`src/rtl/frame_fetch_ctrl_if.sv`:
```
// ROM read port and display-FIFO write port of the frame fetch controller.
// master = controller side, slave = ROM/FIFO side.
interface frame_fetch_ctrl_if #(
    parameter int DATA_W = 24,
    parameter int ADDR_W = 13
);
    logic [ADDR_W-1:0] rom_addr;
    logic              rom_en;
    logic [DATA_W-1:0] rom_data;
    logic [DATA_W-1:0] fifo_wdata;
    logic              fifo_wr;
    logic              full_fifo;

    modport master (
        output rom_addr, rom_en, fifo_wdata, fifo_wr,
        input  rom_data, full_fifo
    );

    modport slave (
        input  rom_addr, rom_en, fifo_wdata, fifo_wr,
        output rom_data, full_fifo
    );
endinterface

```
`src/rtl/frame_fetch_ctrl.sv`:
```
// Streams one frame of ROM words into the display FIFO through a credit-managed skid buffer.
// Optional `define AUTO_RESTART_EN: frames repeat back-to-back without start.
module frame_fetch_ctrl #(
    parameter int DATA_W      = 24,
    parameter int ADDR_W      = 13,
    parameter int FRAME_WORDS = 4800,
    parameter int ROM_LAT     = 1
) (
    input  logic                clk,
    input  logic                rst,
    input  logic                start,
    frame_fetch_ctrl_if.master  bus,
    output logic                busy,
    output logic                frame_done,
    output logic                start_err
);
    localparam int SKID_DEPTH = ROM_LAT + 2;
    localparam int CNT_W      = $clog2(SKID_DEPTH + 1);
    localparam int PTR_W      = $clog2(SKID_DEPTH);
    localparam int OUT_W      = CNT_W + 1;

    typedef enum logic [1:0] {IDLE, FETCH, DRAIN, DONE} state_t;

    state_t            state, state_nxt;
    logic [ADDR_W-1:0] rom_addr;
    logic              rom_en;
    logic              fifo_wr;
    logic              push;
    logic              last_issue;
    logic [ROM_LAT-1:0] valid_pipe;
    logic [DATA_W-1:0] skid_mem [SKID_DEPTH];
    logic [PTR_W-1:0]  wr_ptr, rd_ptr;
    logic [CNT_W-1:0]  skid_cnt;
    logic [OUT_W-1:0]  inflight, outstanding;

    function automatic logic [PTR_W-1:0] ptr_inc(input logic [PTR_W-1:0] p);
        return (p == PTR_W'(SKID_DEPTH - 1)) ? '0 : p + PTR_W'(1);
    endfunction

    assign push           = valid_pipe[ROM_LAT-1];
    assign last_issue     = rom_en && (rom_addr == ADDR_W'(FRAME_WORDS - 1));
    assign bus.rom_addr   = rom_addr;
    assign bus.rom_en     = rom_en;
    assign bus.fifo_wr    = fifo_wr;
    assign bus.fifo_wdata = skid_mem[rd_ptr];

    // Credits: every issued read owns a skid slot until it is written out.
    always_comb begin
        inflight = '0;
        for (int unsigned i = 0; i < ROM_LAT; i++)
            inflight = inflight + OUT_W'(valid_pipe[i]);
        fifo_wr     = (skid_cnt != '0) && !bus.full_fifo;
        outstanding = inflight + OUT_W'(skid_cnt) - OUT_W'(fifo_wr);
    end

    always_ff @(posedge clk) begin
        if (rst) state <= IDLE;
        else     state <= state_nxt;
    end

    always_comb begin
        state_nxt = state;
        unique case (state)
`ifdef AUTO_RESTART_EN
            IDLE:  state_nxt = FETCH;
`else
            IDLE:  if (start) state_nxt = FETCH;
`endif
            FETCH: if (last_issue) state_nxt = DRAIN;
            DRAIN: if (outstanding == '0) state_nxt = DONE;
`ifdef AUTO_RESTART_EN
            DONE:  state_nxt = FETCH;
`else
            DONE:  state_nxt = IDLE;
`endif
            default: state_nxt = IDLE;
        endcase
    end

    always_comb begin
        rom_en     = (state == FETCH) && (outstanding < OUT_W'(SKID_DEPTH));
        busy       = (state != IDLE);
        frame_done = (state == DONE);
    end

    always_ff @(posedge clk) begin
        if (rst) begin
            rom_addr   <= '0;
            valid_pipe <= '0;
            wr_ptr     <= '0;
            rd_ptr     <= '0;
            skid_cnt   <= '0;
            start_err  <= 1'b0;
        end else begin
            // Cleared in DONE as well so an automatic restart begins at address 0.
            if (state == IDLE || state == DONE) rom_addr <= '0;
            else if (rom_en)                    rom_addr <= rom_addr + ADDR_W'(1);
            valid_pipe[0] <= rom_en;
            for (int unsigned i = 1; i < ROM_LAT; i++)
                valid_pipe[i] <= valid_pipe[i-1];
            if (push)    wr_ptr <= ptr_inc(wr_ptr);
            if (fifo_wr) rd_ptr <= ptr_inc(rd_ptr);
            skid_cnt <= skid_cnt + CNT_W'(push) - CNT_W'(fifo_wr);
`ifdef AUTO_RESTART_EN
            start_err <= 1'b0;
`else
            start_err <= start && (state != IDLE);
`endif
        end
    end

    always_ff @(posedge clk) begin
        if (push) skid_mem[wr_ptr] <= bus.rom_data;
    end

    skid_no_overflow: assert property (@(posedge clk) disable iff (rst)
        !(push && !fifo_wr && (skid_cnt == CNT_W'(SKID_DEPTH))));
endmodule

```
`src/flat_wrapper.sv`:
```
// flat-port wrapper written by rule: the top's interface ports become plain ports
module frame_fetch_ctrl_flat 
#(
    parameter int DATA_W      = 24,
    parameter int ADDR_W      = 13,
    parameter int FRAME_WORDS = 4800,
    parameter int ROM_LAT     = 1
)
  (clk, rst, start, busy, frame_done, start_err, bus_rom_addr, bus_rom_en, bus_fifo_wdata, bus_fifo_wr, bus_rom_data, bus_full_fifo);
  frame_fetch_ctrl_if #(.DATA_W(DATA_W), .ADDR_W(ADDR_W)) bus_i ();
  input  logic clk;
  input  logic rst;
  input  logic start;
  output logic busy;
  output logic frame_done;
  output logic start_err;
  output wire logic [$bits(bus_i.rom_addr)-1:0] bus_rom_addr;
  output wire logic [$bits(bus_i.rom_en)-1:0] bus_rom_en;
  output wire logic [$bits(bus_i.fifo_wdata)-1:0] bus_fifo_wdata;
  output wire logic [$bits(bus_i.fifo_wr)-1:0] bus_fifo_wr;
  input wire logic [$bits(bus_i.rom_data)-1:0] bus_rom_data;
  input wire logic [$bits(bus_i.full_fifo)-1:0] bus_full_fifo;
  assign bus_rom_addr = bus_i.rom_addr;
  assign bus_rom_en = bus_i.rom_en;
  assign bus_fifo_wdata = bus_i.fifo_wdata;
  assign bus_fifo_wr = bus_i.fifo_wr;
  assign bus_i.rom_data = bus_rom_data;
  assign bus_i.full_fifo = bus_full_fifo;
  frame_fetch_ctrl #(.DATA_W(DATA_W), .ADDR_W(ADDR_W), .FRAME_WORDS(FRAME_WORDS), .ROM_LAT(ROM_LAT)) u_core (.clk(clk), .rst(rst), .start(start), .bus(bus_i), .busy(busy), .frame_done(frame_done), .start_err(start_err));
endmodule
```
`config.mk`:
```
export PLATFORM = sky130hd
export DESIGN_NAME = frame_fetch_ctrl_flat
export DESIGN_NICKNAME = d
export VERILOG_FILES = /design/src/rtl/frame_fetch_ctrl_if.sv /design/src/rtl/frame_fetch_ctrl.sv /design/src/flat_wrapper.sv
export SDC_FILE = /design/constraint.sdc
export NUM_CORES = 1
export LEC_CHECK = 0
export CAP_MARGIN = 20
export CORE_UTILIZATION = 49
export CTS_BUF_LIST = sky130_fd_sc_hd__clkbuf_8
export CTS_CLUSTER_SIZE = 24
export DETAILED_ROUTE_END_ITERATION = 7
export PLACE_DENSITY_LB_ADDON = 0.15
export SYNTH_ARGS = -nofsm -noshare
export SYNTH_HDL_FRONTEND = slang
export SYNTH_SLANG_ARGS = --single-unit
```
`constraint.sdc`:
```
create_clock -name clk -period 2.9 [get_ports clk]
set_input_delay 0.58 -clock clk [delete_from_list [all_inputs] [get_ports clk]]
set_output_delay 0.58 -clock clk [all_outputs]
set_load 0.05 [all_outputs]
```
## Yosys cells after proc, flatten, opt, wreduce, memory -nomap -nowiden

Memories as Yosys holds them, arrays and structs flattened. A register that Yosys moved wholly into a read port is not among the register bits.
Index checks and enable logic that the tools add are counted.

| cells by class | value |
|---|---|
| multiplexer cells | 10 |
| order comparisons | 1 |
| reduce and logical (&&, ||, !) cells | 12 |
| equality and inequality tests | 9 |
| add/sub/neg operators | 7 |

Operator list:

| operator | number |
|---|---|
| $mux W2 | 7 |
| $add A13 B1 Y13 const B | 1 |
| $eq A13 B13 Y1 const B | 1 |
| $eq A2 B2 Y1 const B | 4 |
| $pmux W2 S4 | 1 |
| $add A2 B1 Y2 const B | 2 |
| $logic_and A1 B1 Y1 | 4 |
| $ne A2 B1 Y1 const B | 2 |
| $reduce_bool A2 Y1 | 2 |
| $add A1 B2 Y3 | 1 |
| $logic_not A3 Y1 | 1 |
| $lt A3 B2 Y1 const B | 1 |
| $reduce_and A3 Y1 | 1 |
| $sub A3 B1 Y3 | 1 |
| $add A2 B1 Y2 | 1 |
| $eq A2 B1 Y1 const B | 1 |
| $logic_not A2 Y1 | 1 |
| $mux W1 | 2 |
| $ne A2 B2 Y1 const B | 1 |
| $reduce_or A2 Y1 | 1 |
| $sub A2 B1 Y2 | 1 |
| $logic_not A1 Y1 | 1 |
| $logic_or A1 B1 Y1 | 1 |

| word-level totals | value |
|---|---|
| RAM bits | 72 |
| register bits after elaboration | 23 |
| memories | 1 |
| logic and storage cells | 47 |
| output and inout bits | 42 |
| input bits | 28 |

Memories:

| name | words | width | read ports | clocked after memory_dff | write ports | RTL line | text |
|---|---|---|---|---|---|---|---|
| u_core.skid_mem | 3 | 24 | 1 | 1 | 1 | frame_fetch_ctrl.sv:31 | `logic [DATA_W-1:0] skid_mem [SKID_DEPTH];` |

## Depth between registers and ports, before layout

Gate-level depths: netlist (run 1).

| logic depth | value |
|---|---|
| word-level depth | 8 |
| gate-level depth with buffers | 11 |
| mapped depth without buffers | 11 |

## Worst setup path before layout (run 1)

No wires, ideal clock.

| timing path | value |
|---|---|
| path type | input to output |
| from | input port bus_full_fifo |
| to | output port bus_rom_en |
| data arrival time | 2.360 ns |
| path buffers | 0 |
| required time | 2.320 ns |
| path slack | -0.040 ns |
| stages on the path | 8 |
| cells stage by stage | o21bai_1 > xnor2_1 > ha_1 > inv_1 > fa_1 > nand2b_1 > nand3_2 > inv_1 |

| on the way | value |
|---|---|
| cells in the longest elaborated chain, start to end | 5 |

Ends and longest elaborated chain:

| what | RTL line | text |
|---|---|---|
| start: declaration | flat_wrapper.sv:22 | `input wire logic [$bits(bus_i.full_fifo)-1:0] bus_full_fifo;` |
| $logic_not A1 Y1 | frame_fetch_ctrl.sv:52 | `fifo_wr = (skid_cnt != '0) && !bus.full_fifo;` |
| $logic_and A1 B1 Y1 | frame_fetch_ctrl.sv:52 |  |
| $sub A3 B1 Y3 | frame_fetch_ctrl.sv:53 | `outstanding = inflight + OUT_W'(skid_cnt) - OUT_W'(fifo_wr);` |
| $lt A3 B2 Y1 | frame_fetch_ctrl.sv:81 | `rom_en = (state == FETCH) && (outstanding < OUT_W'(SKID_DEPTH));` |
| $logic_and A1 B1 Y1 | frame_fetch_ctrl.sv:81 |  |
| end: declaration | flat_wrapper.sv:18 | `output wire logic [$bits(bus_i.rom_en)-1:0] bus_rom_en;` |

Every way passes these cells.

## Final worst setup path (run 1)

Same ends and word-level chain as after synthesis.

==> run_summary.xml, run 1 <==
<?xml version="1.0" encoding="UTF-8"?>
<metrics>
  <group name="placed_design">
    <metric name="gp_routability_congestion" unit="">0.731</metric>
    <metric name="place_ws" unit="ns">-0.424</metric>
    <metric name="dp_hpwl" unit="um">4540</metric>
    <metric name="instance_area_at_placement" unit="um2">4920</metric>
    <metric name="dpl.cell_count" unit="">450</metric>
    <metric name="place.port_buffers" unit="">69</metric>
  </group>
  <group name="power_and_ir_drop">
    <metric name="power.share.combinational" unit="%">41.4</metric>
    <metric name="clockPowerShare" unit="%">20.5</metric>
    <metric name="power_report.internal_total" unit="mW">2.96</metric>
    <metric name="switching_power" unit="mW">1.53</metric>
    <metric name="p_seq_share" unit="%">38.1</metric>
    <metric name="finalPower" unit="mW">4.49</metric>
    <metric name="power_leakage" unit="nW">1.75</metric>
    <metric name="switching_share" unit="%">34.1</metric>
    <metric name="vdd_drop_max" unit="uV">599</metric>
    <metric name="power_density" unit="nW/um2">859</metric>
  </group>
  <group name="cts">
    <metric name="clock_pin_transition_on_the_worst_setup_and_hold_timing_paths" unit="ns">0.09</metric>
    <metric name="cts.path.max_buffers" unit="">2</metric>
    <metric name="htree_levels" unit="">3</metric>
    <metric name="cts-buffers-inserted" unit="">9</metric>
    <metric name="clock_latency" unit="ns">0.34</metric>
    <metric name="numClockSinks" unit="">97</metric>
    <metric name="clockRootBuffer" unit="">sky130_fd_sc_hd__clkbuf_8</metric>
    <metric name="cts_tree" unit="">built</metric>
  </group>
  <group name="floorplanning">
    <metric name="initial_utilization" unit="%">51.6</metric>
    <metric name="die_h" unit="um">90.1</metric>
    <metric name="row_count" unit="">31</metric>
    <metric name="die_x" unit="um">90.1</metric>
    <metric name="io_pins" unit="">70</metric>
    <metric name="fp.coreArea" unit="um2">7370</metric>
    <metric name="die_area" unit="um2">8120</metric>
  </group>
  <group name="synth">
    <metric name="biggest_area_contributors_in_the_synthesized_netlist" unit="">sky130_fd_sc_hd__edfxtp_1 57%, sky130_fd_sc_hd__dfxtp_1 13%, sky130_fd_sc_hd__mux2i_1 6.3%, sky130_fd_sc_hd__nand2_1 3.3%, sky130_fd_sc_hd__o21ai_0 3.2%</metric>
    <metric name="yosys-top-cells-count" unit="">72 x sky130_fd_sc_hd__edfxtp_1, 33 x sky130_fd_sc_hd__nand2_1, 25 x sky130_fd_sc_hd__dfxtp_1, 25 x sky130_fd_sc_hd__nor2_1</metric>
    <metric name="synth.net_count" unit="">318</metric>
    <metric name="synthDominantCellAreaShare" unit="%">56.8</metric>
    <metric name="netlist-cell-type-count" unit="">32</metric>
    <metric name="mappedNetlistArea" unit="um2">3800</metric>
    <metric name="yosysMostFrequentCell" unit="">sky130_fd_sc_hd__edfxtp_1</metric>
    <metric name="ys.warnings.count" unit="">0</metric>
    <metric name="synthesis.instances" unit="">283</metric>
    <metric name="yosys_register_bits" unit="">97</metric>
    <metric name="synthesis.area_per_instance" unit="um2">13.4</metric>
    <metric name="synth.yosys.seq_area_share" unit="%">70.0</metric>
    <metric name="dominant_cell_type_by_area_after_synthesis" unit="">sky130_fd_sc_hd__edfxtp_1</metric>
    <metric name="asyncSetResetFlopFracSynth" unit="%">0</metric>
    <metric name="synth_enable_flop_cells" unit="">72</metric>
    <metric name="ys_dominant_reg_cell" unit="">sky130_fd_sc_hd__edfxtp_1</metric>
  </group>
  <group name="final_layout">
    <metric name="fraction_of_layout_cells_with_a_size_suffix_above_1" unit="%">20.1</metric>
    <metric name="number_of_inserted_filler_cells_in_the_final_layout" unit="">506</metric>
    <metric name="final_area" unit="um2">5230</metric>
    <metric name="area_growth_from_synthesis_to_final_layout" unit="%">37.5</metric>
    <metric name="n_antenna_cell" unit="">0</metric>
    <metric name="net_count_reported_at_finish" unit="">404</metric>
    <metric name="instances_no_fill" unit="">473</metric>
    <metric name="postLayoutCoreUtil" unit="%">71.0</metric>
  </group>
  <group name="routing">
    <metric name="detailedRoute.firstIterationViolations" unit="">140</metric>
    <metric name="wirelength" unit="um">7050</metric>
    <metric name="route.detailed.vias_per_inst" unit="">5.03</metric>
    <metric name="drtPass1Iterations" unit="">4</metric>
    <metric name="detail_route.wl_per_cell" unit="um">14.9</metric>
    <metric name="count_of_vias_placed_by_the_detailed_router" unit="">2378</metric>
    <metric name="postRouteAntennaNets" unit="">0</metric>
    <metric name="drc" unit="">0</metric>
  </group>
  <group name="flow_run">
    <metric name="max_cap_violation_count" unit="">0</metric>
  </group>
  <group name="setup_path">
    <metric name="worstPathArrival" unit="ns">2.27</metric>
    <metric name="start_kind" unit="">input port</metric>
    <metric name="cp_data_required_time" unit="ns">2.32</metric>
    <metric name="timing.reg2reg.setup_slack" unit="ns">0.21</metric>
    <metric name="worstReg2RegEnd" unit="">u_core.state[0]</metric>
    <metric name="timing.critical_path.slowest_stage_cell" unit="">sky130_fd_sc_hd__fa_2</metric>
    <metric name="critical_path_class" unit="">in2out</metric>
    <metric name="critical_path.cell_chain" unit="">buf_2 &gt; o21bai_4 &gt; xnor2_2 &gt; ha_2 &gt; inv_2 &gt; fa_2 &gt; nand2b_4 &gt; nand3_4 &gt; clkinvlp_4 &gt; buf_12</metric>
    <metric name="r2r-start" unit="">u_core.skid_cnt[0]</metric>
    <metric name="worst-path-max-fanout" unit="">2</metric>
    <metric name="cp_slowest_stage_delay" unit="ns">0.55</metric>
    <metric name="timing.critical_path.to_type" unit="">output pin</metric>
    <metric name="ff2ff_path_depth" unit="">11</metric>
  </group>
  <group name="sta">
    <metric name="report.final.setup_viol" unit="">0</metric>
    <metric name="finalSetupTns" unit="ns">0</metric>
    <metric name="period_needed" unit="ns">2.85</metric>
    <metric name="fmax" unit="GHz">0.351</metric>
    <metric name="report.final.hold_viol_count" unit="">0</metric>
    <metric name="final.period_utilization" unit="%">98.2</metric>
    <metric name="slew_headroom" unit="%">66.0</metric>
    <metric name="final_critical_path_setup_slack" unit="ns">0.0512</metric>
    <metric name="worst-slew-pin-transition" unit="ns">0.509</metric>
    <metric name="skew" unit="ns">0.00841</metric>
    <metric name="total_count_of_max_transition_violations_in_the_final_report" unit="">0</metric>
    <metric name="final.hold.worst_slack" unit="ns">0.541</metric>
  </group>
  <group name="min_path">
    <metric name="hold_start" unit="">u_core.bus.rom_addr[1]</metric>
    <metric name="min_delay_worst_endpoint" unit="">u_core.bus.rom_addr[1]</metric>
    <metric name="instance_count_along_the_most_critical_hold_path" unit="">2</metric>
    <metric name="worst_hold_path_type" unit="">reg2reg</metric>
  </group>
  <group name="grt">
    <metric name="gr-usage-all-layers" unit="%">17.8</metric>
    <metric name="grt_pass1_vias" unit="">2333</metric>
    <metric name="grt_max_degree" unit="">49</metric>
    <metric name="antenna_violations_before_repair" unit="">0</metric>
    <metric name="globalRouteOverflowTotal" unit="">0</metric>
    <metric name="wire_length_of_the_first_global_routing_pass" unit="um">11200</metric>
  </group>
  <group name="run_status">
    <metric name="run_status" unit="">finished, final reports clean</metric>
  </group>
</metrics>
[flip-flops by register name (all words and copies together) (netlist names), named ones only]
register             cells
u_core.start_err         1
u_core.push              1
u_core.rd_ptr            2
u_core.wr_ptr            2
u_core.skid_cnt          2
u_core.bus.rom_addr     13
u_core.state             2
u_core.skid_mem         72
[power groups by stage]
| stage | Sequential (mW) | Clock [mW] | Combinational [mW] |
|---|---|---|---|
| final | 1.71 | 0.922 | 1.86 |
| after detailed placement | 1.74 | 0 | 1.70 |
| after floorplan | 1.72 | 0 | 0.954 |
| after global placement | 1.73 | 0 | 1.68 |
| after CTS | 1.71 | 0.938 | 1.80 |
| after global routing | 1.73 | 1.01 | 1.95 |
[metal layers]
layer	up-vias	wire, um	global-route usage, %
li1	1181	-	-
met1	1127	2940	21.1
met2	64	3660	31.4
met3	6	359	4.74
met4	0	87	5.78
met5	-	0	0
[placed cells by master (no fill, tap or decap), types with 4 or more instances in the layout]
master	count
sky130_fd_sc_hd__nand4_1	4
sky130_fd_sc_hd__xnor2_1	10
sky130_fd_sc_hd__buf_12	26
sky130_fd_sc_hd__clkdlybuf4s50_1	42
sky130_fd_sc_hd__nand3_1	4
sky130_fd_sc_hd__buf_4	16
sky130_fd_sc_hd__o21ai_0	24
sky130_fd_sc_hd__ha_1	5
sky130_fd_sc_hd__mux2i_1	24
sky130_fd_sc_hd__clkbuf_8	9
sky130_fd_sc_hd__nor2_1	23
sky130_fd_sc_hd__a21oi_1	7
sky130_fd_sc_hd__nor3_1	5
sky130_fd_sc_hd__edfxtp_1	72
sky130_fd_sc_hd__nand2_1	33
sky130_fd_sc_hd__inv_1	9
sky130_fd_sc_hd__dfxtp_1	22
[what timing repair did]
item                                   CTS  global route
pin swaps                                4             5
setup endpoints to repair                2             2
setup buffers                            3             4
hold buffers                             0             0
endpoints found under the hold margin    0             0
gates resized for setup                 10             4
[final cells by class]
class / instances / area [um2] / share of cell area (%)
Clock buffer: 9 / 124 / 2.37
Timing Repair Buffer: 85 / 1070 / 20.4
Sequential cell: 97 / 2670 / 51.0
Multi-Input combinational cell: 165 / 1110 / 21.2
Tap cell: 99 / 124 / 2.37
Clock inverter: 7 / 92.6 / 1.77
Inverter: 11 / 45.0 / 0.861
[cells by family (layout without fill, tap and decap cells)]
family,Yosys count,count (layout),share of synthesized area (%)
flops,97,97,70.0
xor+xnor,14,14,3.42
compound gates,36,36,5.66
mux,24,24,6.32
simple gates,84,84,9.97
buf+inv,21,112,2.14
fa+ha+maj,7,7,2.50
[worst max-delay path by stage]
| stage | from | cells after the start | slack, ns | endpoint |
|---|---|---|---|---|
| floorplan | bus_full_fifo | 11 | 0.01 | u_core.bus.rom_addr[4] |
| global placement | bus_full_fifo | 11 | -0.32 | u_core.state[0] |
| detailed placement | bus_full_fifo | 11 | -0.42 | u_core.state[0] |
| CTS | bus_full_fifo | 10 | 0.03 | bus_rom_en |
| global route | u_core.skid_cnt[0] | 9 | -0.008 | bus_rom_en |
| finish | bus_full_fifo | 10 | 0.05 | bus_rom_en |
[worst max-delay path: cells and delay by family]
family | cells | cell delay (ns)
AOI/OAI and AO/OA | 1 | 0.17
adders and majority gates | 2 | 0.74
buffers and inverters | 4 | 0.38
and+or+nand+nor | 2 | 0.24
xor gates and xnor gates | 1 | 0.14
Note: power is estimated with default switching activity, not from simulation.
==> run 2, diff against run 1 <==
--- a/config.mk
+++ b/config.mk
@@ -10,6 +10,7 @@
 export CTS_BUF_LIST = sky130_fd_sc_hd__clkbuf_8
 export CTS_CLUSTER_SIZE = 24
 export DETAILED_ROUTE_END_ITERATION = 7
+export GPL_TIMING_DRIVEN = 1
 export PLACE_DENSITY_LB_ADDON = 0.15
 export SYNTH_ARGS = -nofsm -noshare
 export SYNTH_HDL_FRONTEND = slang
==> results of run 2 <==
The final DEF is identical to that of run 1; final timing and power are the same.
==> run 3, diff against run 2 <==
--- a/config.mk
+++ b/config.mk
@@ -6,7 +6,7 @@
 export NUM_CORES = 1
 export LEC_CHECK = 0
 export CAP_MARGIN = 20
-export CORE_UTILIZATION = 49
+export CORE_UTILIZATION = 54
 export CTS_BUF_LIST = sky130_fd_sc_hd__clkbuf_8
 export CTS_CLUSTER_SIZE = 24
 export DETAILED_ROUTE_END_ITERATION = 7
==> constraint.sdc (replaced) <==
create_clock -name clk -period 3.1 [get_ports clk]
set_input_delay 0.62 -clock clk [delete_from_list [all_inputs] [get_ports clk]]
set_output_delay 0.62 -clock clk [all_outputs]
set_load 0.05 [all_outputs]
==> run 3 against run 2 <==
Compared with the run above:
- total power down 14%
- largest power group is now registers
- final cell count shrank 1.3%
- critical endpoint unchanged
- routed wire length decreased by 2.9%
==> run_summary.xml, run 3 (synthesized netlist as in run 1, its figures left out) <==
<?xml version="1.0" encoding="UTF-8"?>
<metrics>
  <group name="setup_path">
    <metric name="path_common_cell" unit="">sky130_fd_sc_hd__inv_2</metric>
    <metric name="worstPathArrival" unit="ns">2.38</metric>
    <metric name="worst-path-max-fanout" unit="">2</metric>
    <metric name="cp_slowest_stage_delay" unit="ns">0.51</metric>
    <metric name="cp_data_required_time" unit="ns">2.48</metric>
    <metric name="start_kind" unit="">input port</metric>
    <metric name="critical_path.cell_chain" unit="">dlygate4sd2_1 &gt; o21bai_4 &gt; xnor2_2 &gt; ha_2 &gt; inv_2 &gt; fa_1 &gt; nand2b_4 &gt; nand3_2 &gt; inv_2 &gt; buf_12</metric>
    <metric name="timing.critical_path.slowest_stage_cell" unit="">sky130_fd_sc_hd__fa_1</metric>
    <metric name="critical_path_class" unit="">in2out</metric>
    <metric name="ff2ff_path_depth" unit="">11</metric>
    <metric name="timing.critical_path.to_type" unit="">output pin</metric>
  </group>
  <group name="floorplanning">
    <metric name="die_x" unit="um">85.9</metric>
    <metric name="die_h" unit="um">85.9</metric>
    <metric name="initial_utilization" unit="%">56.0</metric>
    <metric name="row_count" unit="">30</metric>
    <metric name="fp.coreArea" unit="um2">6790</metric>
    <metric name="die_area" unit="um2">7380</metric>
    <metric name="io_pins" unit="">70</metric>
  </group>
  <group name="flow_run">
    <metric name="max_cap_violation_count" unit="">0</metric>
  </group>
  <group name="cts">
    <metric name="cts-buffers-inserted" unit="">9</metric>
    <metric name="clock_latency" unit="ns">0.35</metric>
    <metric name="clock_pin_transition_on_the_worst_setup_and_hold_timing_paths" unit="ns">0.09</metric>
    <metric name="numClockSinks" unit="">97</metric>
    <metric name="cts.path.max_buffers" unit="">2</metric>
    <metric name="clockRootBuffer" unit="">sky130_fd_sc_hd__clkbuf_8</metric>
    <metric name="htree_levels" unit="">3</metric>
    <metric name="cts_tree" unit="">built</metric>
  </group>
  <group name="routing">
    <metric name="wirelength" unit="um">6840</metric>
    <metric name="postRouteAntennaNets" unit="">0</metric>
    <metric name="count_of_vias_placed_by_the_detailed_router" unit="">2379</metric>
    <metric name="drc" unit="">0</metric>
    <metric name="detail_route.wl_per_cell" unit="um">14.6</metric>
    <metric name="route.detailed.vias_per_inst" unit="">5.09</metric>
    <metric name="drtPass1Iterations" unit="">4</metric>
    <metric name="detailedRoute.firstIterationViolations" unit="">131</metric>
  </group>
  <group name="grt">
    <metric name="antenna_violations_before_repair" unit="">0</metric>
    <metric name="globalRouteOverflowTotal" unit="">0</metric>
    <metric name="grt_pass1_vias" unit="">2285</metric>
    <metric name="wire_length_of_the_first_global_routing_pass" unit="um">10600</metric>
    <metric name="gr-usage-all-layers" unit="%">19.5</metric>
    <metric name="grt_max_degree" unit="">49</metric>
  </group>
  <group name="final_layout">
    <metric name="final_area" unit="um2">4880</metric>
    <metric name="number_of_inserted_filler_cells_in_the_final_layout" unit="">482</metric>
    <metric name="layout.cells.most_common" unit="">sky130_fd_sc_hd__edfxtp_1</metric>
    <metric name="instances_no_fill" unit="">467</metric>
    <metric name="area_growth_from_synthesis_to_final_layout" unit="%">28.3</metric>
    <metric name="net_count_reported_at_finish" unit="">401</metric>
    <metric name="seqCellArea" unit="um2">2660</metric>
    <metric name="fraction_of_layout_cells_with_a_size_suffix_above_1" unit="%">18.3</metric>
    <metric name="multi_input_comb_area" unit="um2">1100</metric>
    <metric name="number_of_flip_flops_under_the_largest_register_name" unit="">72</metric>
    <metric name="reg.largest.list" unit="">u_core.skid_mem: 72 flops, u_core.bus.rom_addr: 13 flops</metric>
    <metric name="n_antenna_cell" unit="">0</metric>
    <metric name="top_register" unit="">u_core.skid_mem</metric>
    <metric name="postLayoutCoreUtil" unit="%">71.8</metric>
    <metric name="most-common-layout-cells" unit="">72 x sky130_fd_sc_hd__edfxtp_1, 42 x sky130_fd_sc_hd__clkdlybuf4s50_1, 38 x sky130_fd_sc_hd__buf_4</metric>
  </group>
  <group name="placed_design">
    <metric name="dp_hpwl" unit="um">4510</metric>
    <metric name="gp_routability_congestion" unit="">0.805</metric>
    <metric name="place.port_buffers" unit="">69</metric>
    <metric name="dpl.cell_count" unit="">449</metric>
    <metric name="instance_area_at_placement" unit="um2">4620</metric>
  </group>
  <group name="power_and_ir_drop">
    <metric name="power_leakage" unit="nW">1.64</metric>
    <metric name="vdd_drop_max" unit="uV">640</metric>
    <metric name="power_density" unit="nW/um2">794</metric>
    <metric name="finalPower" unit="mW">3.88</metric>
  </group>
  <group name="sta">
    <metric name="total_count_of_max_transition_violations_in_the_final_report" unit="">0</metric>
    <metric name="slew_headroom" unit="%">47.9</metric>
    <metric name="period_needed" unit="ns">3.00</metric>
    <metric name="final.period_utilization" unit="%">96.6</metric>
    <metric name="report.final.setup_viol" unit="">0</metric>
    <metric name="fmax" unit="GHz">0.334</metric>
    <metric name="finalSetupTns" unit="ns">0</metric>
    <metric name="skew" unit="ns">0.0139</metric>
    <metric name="worst-slew-pin-transition" unit="ns">0.781</metric>
    <metric name="setup_repair_after_global_routing_missed_its_margin" unit="">false</metric>
    <metric name="report.final.hold_viol_count" unit="">0</metric>
  </group>
  <group name="run_status">
    <metric name="run_status" unit="">finished, final reports clean</metric>
  </group>
  <group name="min_path">
    <metric name="instance_count_along_the_most_critical_hold_path" unit="">2</metric>
    <metric name="worst_hold_path_type" unit="">reg2reg</metric>
  </group>
</metrics>
==> run 3: worst paths after layout <==
kind	endpoint	slack, ns	start
hold / removal	u_core.bus.rom_addr[1]	0.53	u_core.bus.rom_addr[1]
hold reg to reg	u_core.bus.rom_addr[1]	0.53	u_core.bus.rom_addr[1]
setup reg to reg	u_core.state[0]	0.33	u_core.skid_cnt[1]
setup / recovery	bus_rom_en	0.10	bus_full_fifo
==> run 3: area by class of cell <==
type / count / share of cell area (%)
Multi-Input combinational cell: 165 / 22.5
Clock buffer: 9 / 2.54
Inverter: 11 / 0.846
Clock inverter: 7 / 2.03
Sequential cell: 97 / 54.6
Timing Repair Buffer: 82 / 15.0
Tap cell: 96 / 2.46
==> run 3: timing repair <==
item | CTS | global route
buffers inserted | 2 | 0
hold buffers | 0 | 0
gates resized for setup | 8 | 0
pin swaps | 4 | 1
endpoints found under the setup margin | 1 | 1
==> run 3: power breakdown <==
part           total (mW)  switching, mW  internal [mW]
clock               0.884          0.423          0.462
sequential           1.62          0.106           1.52
combinational        1.37          0.836          0.535
total                3.88           1.36           2.51
==> run 3: metal layers <==
layer / GRT usage [%] / vias up / part of all wire [%]
met4: 7.27 / 0 / 0.86
met3: 5.77 / 4 / 5.8
met1: 21.9 / 1132 / 41
met2: 35.0 / 61 / 52
li1: - / 1182 / -
met5: 0 / - / 0
==> run 3: critical path: cells and delay by family <==
| family | cells | cell delay, ns |
|---|---|---|
| AOI/OAI and AO/OA | 1 | 0.17 |
| xor gates and xnor gates | 1 | 0.16 |
| adders and majority gates | 2 | 0.70 |
| buffers and inverters | 4 | 0.47 |
| and+or+nand+nor | 2 | 0.23 |
==> run 3: per-stage QoR <==
stage          hold WS [ns]  worst slack [ns]
4_1_cts               0.528            0.0411
6_report              0.532             0.105
3_5_place_dp          0.513            -0.217
2_1_floorplan         0.490            0.0795
5_1_grt               0.558            0.0212
3_3_place_gp          0.510            -0.165
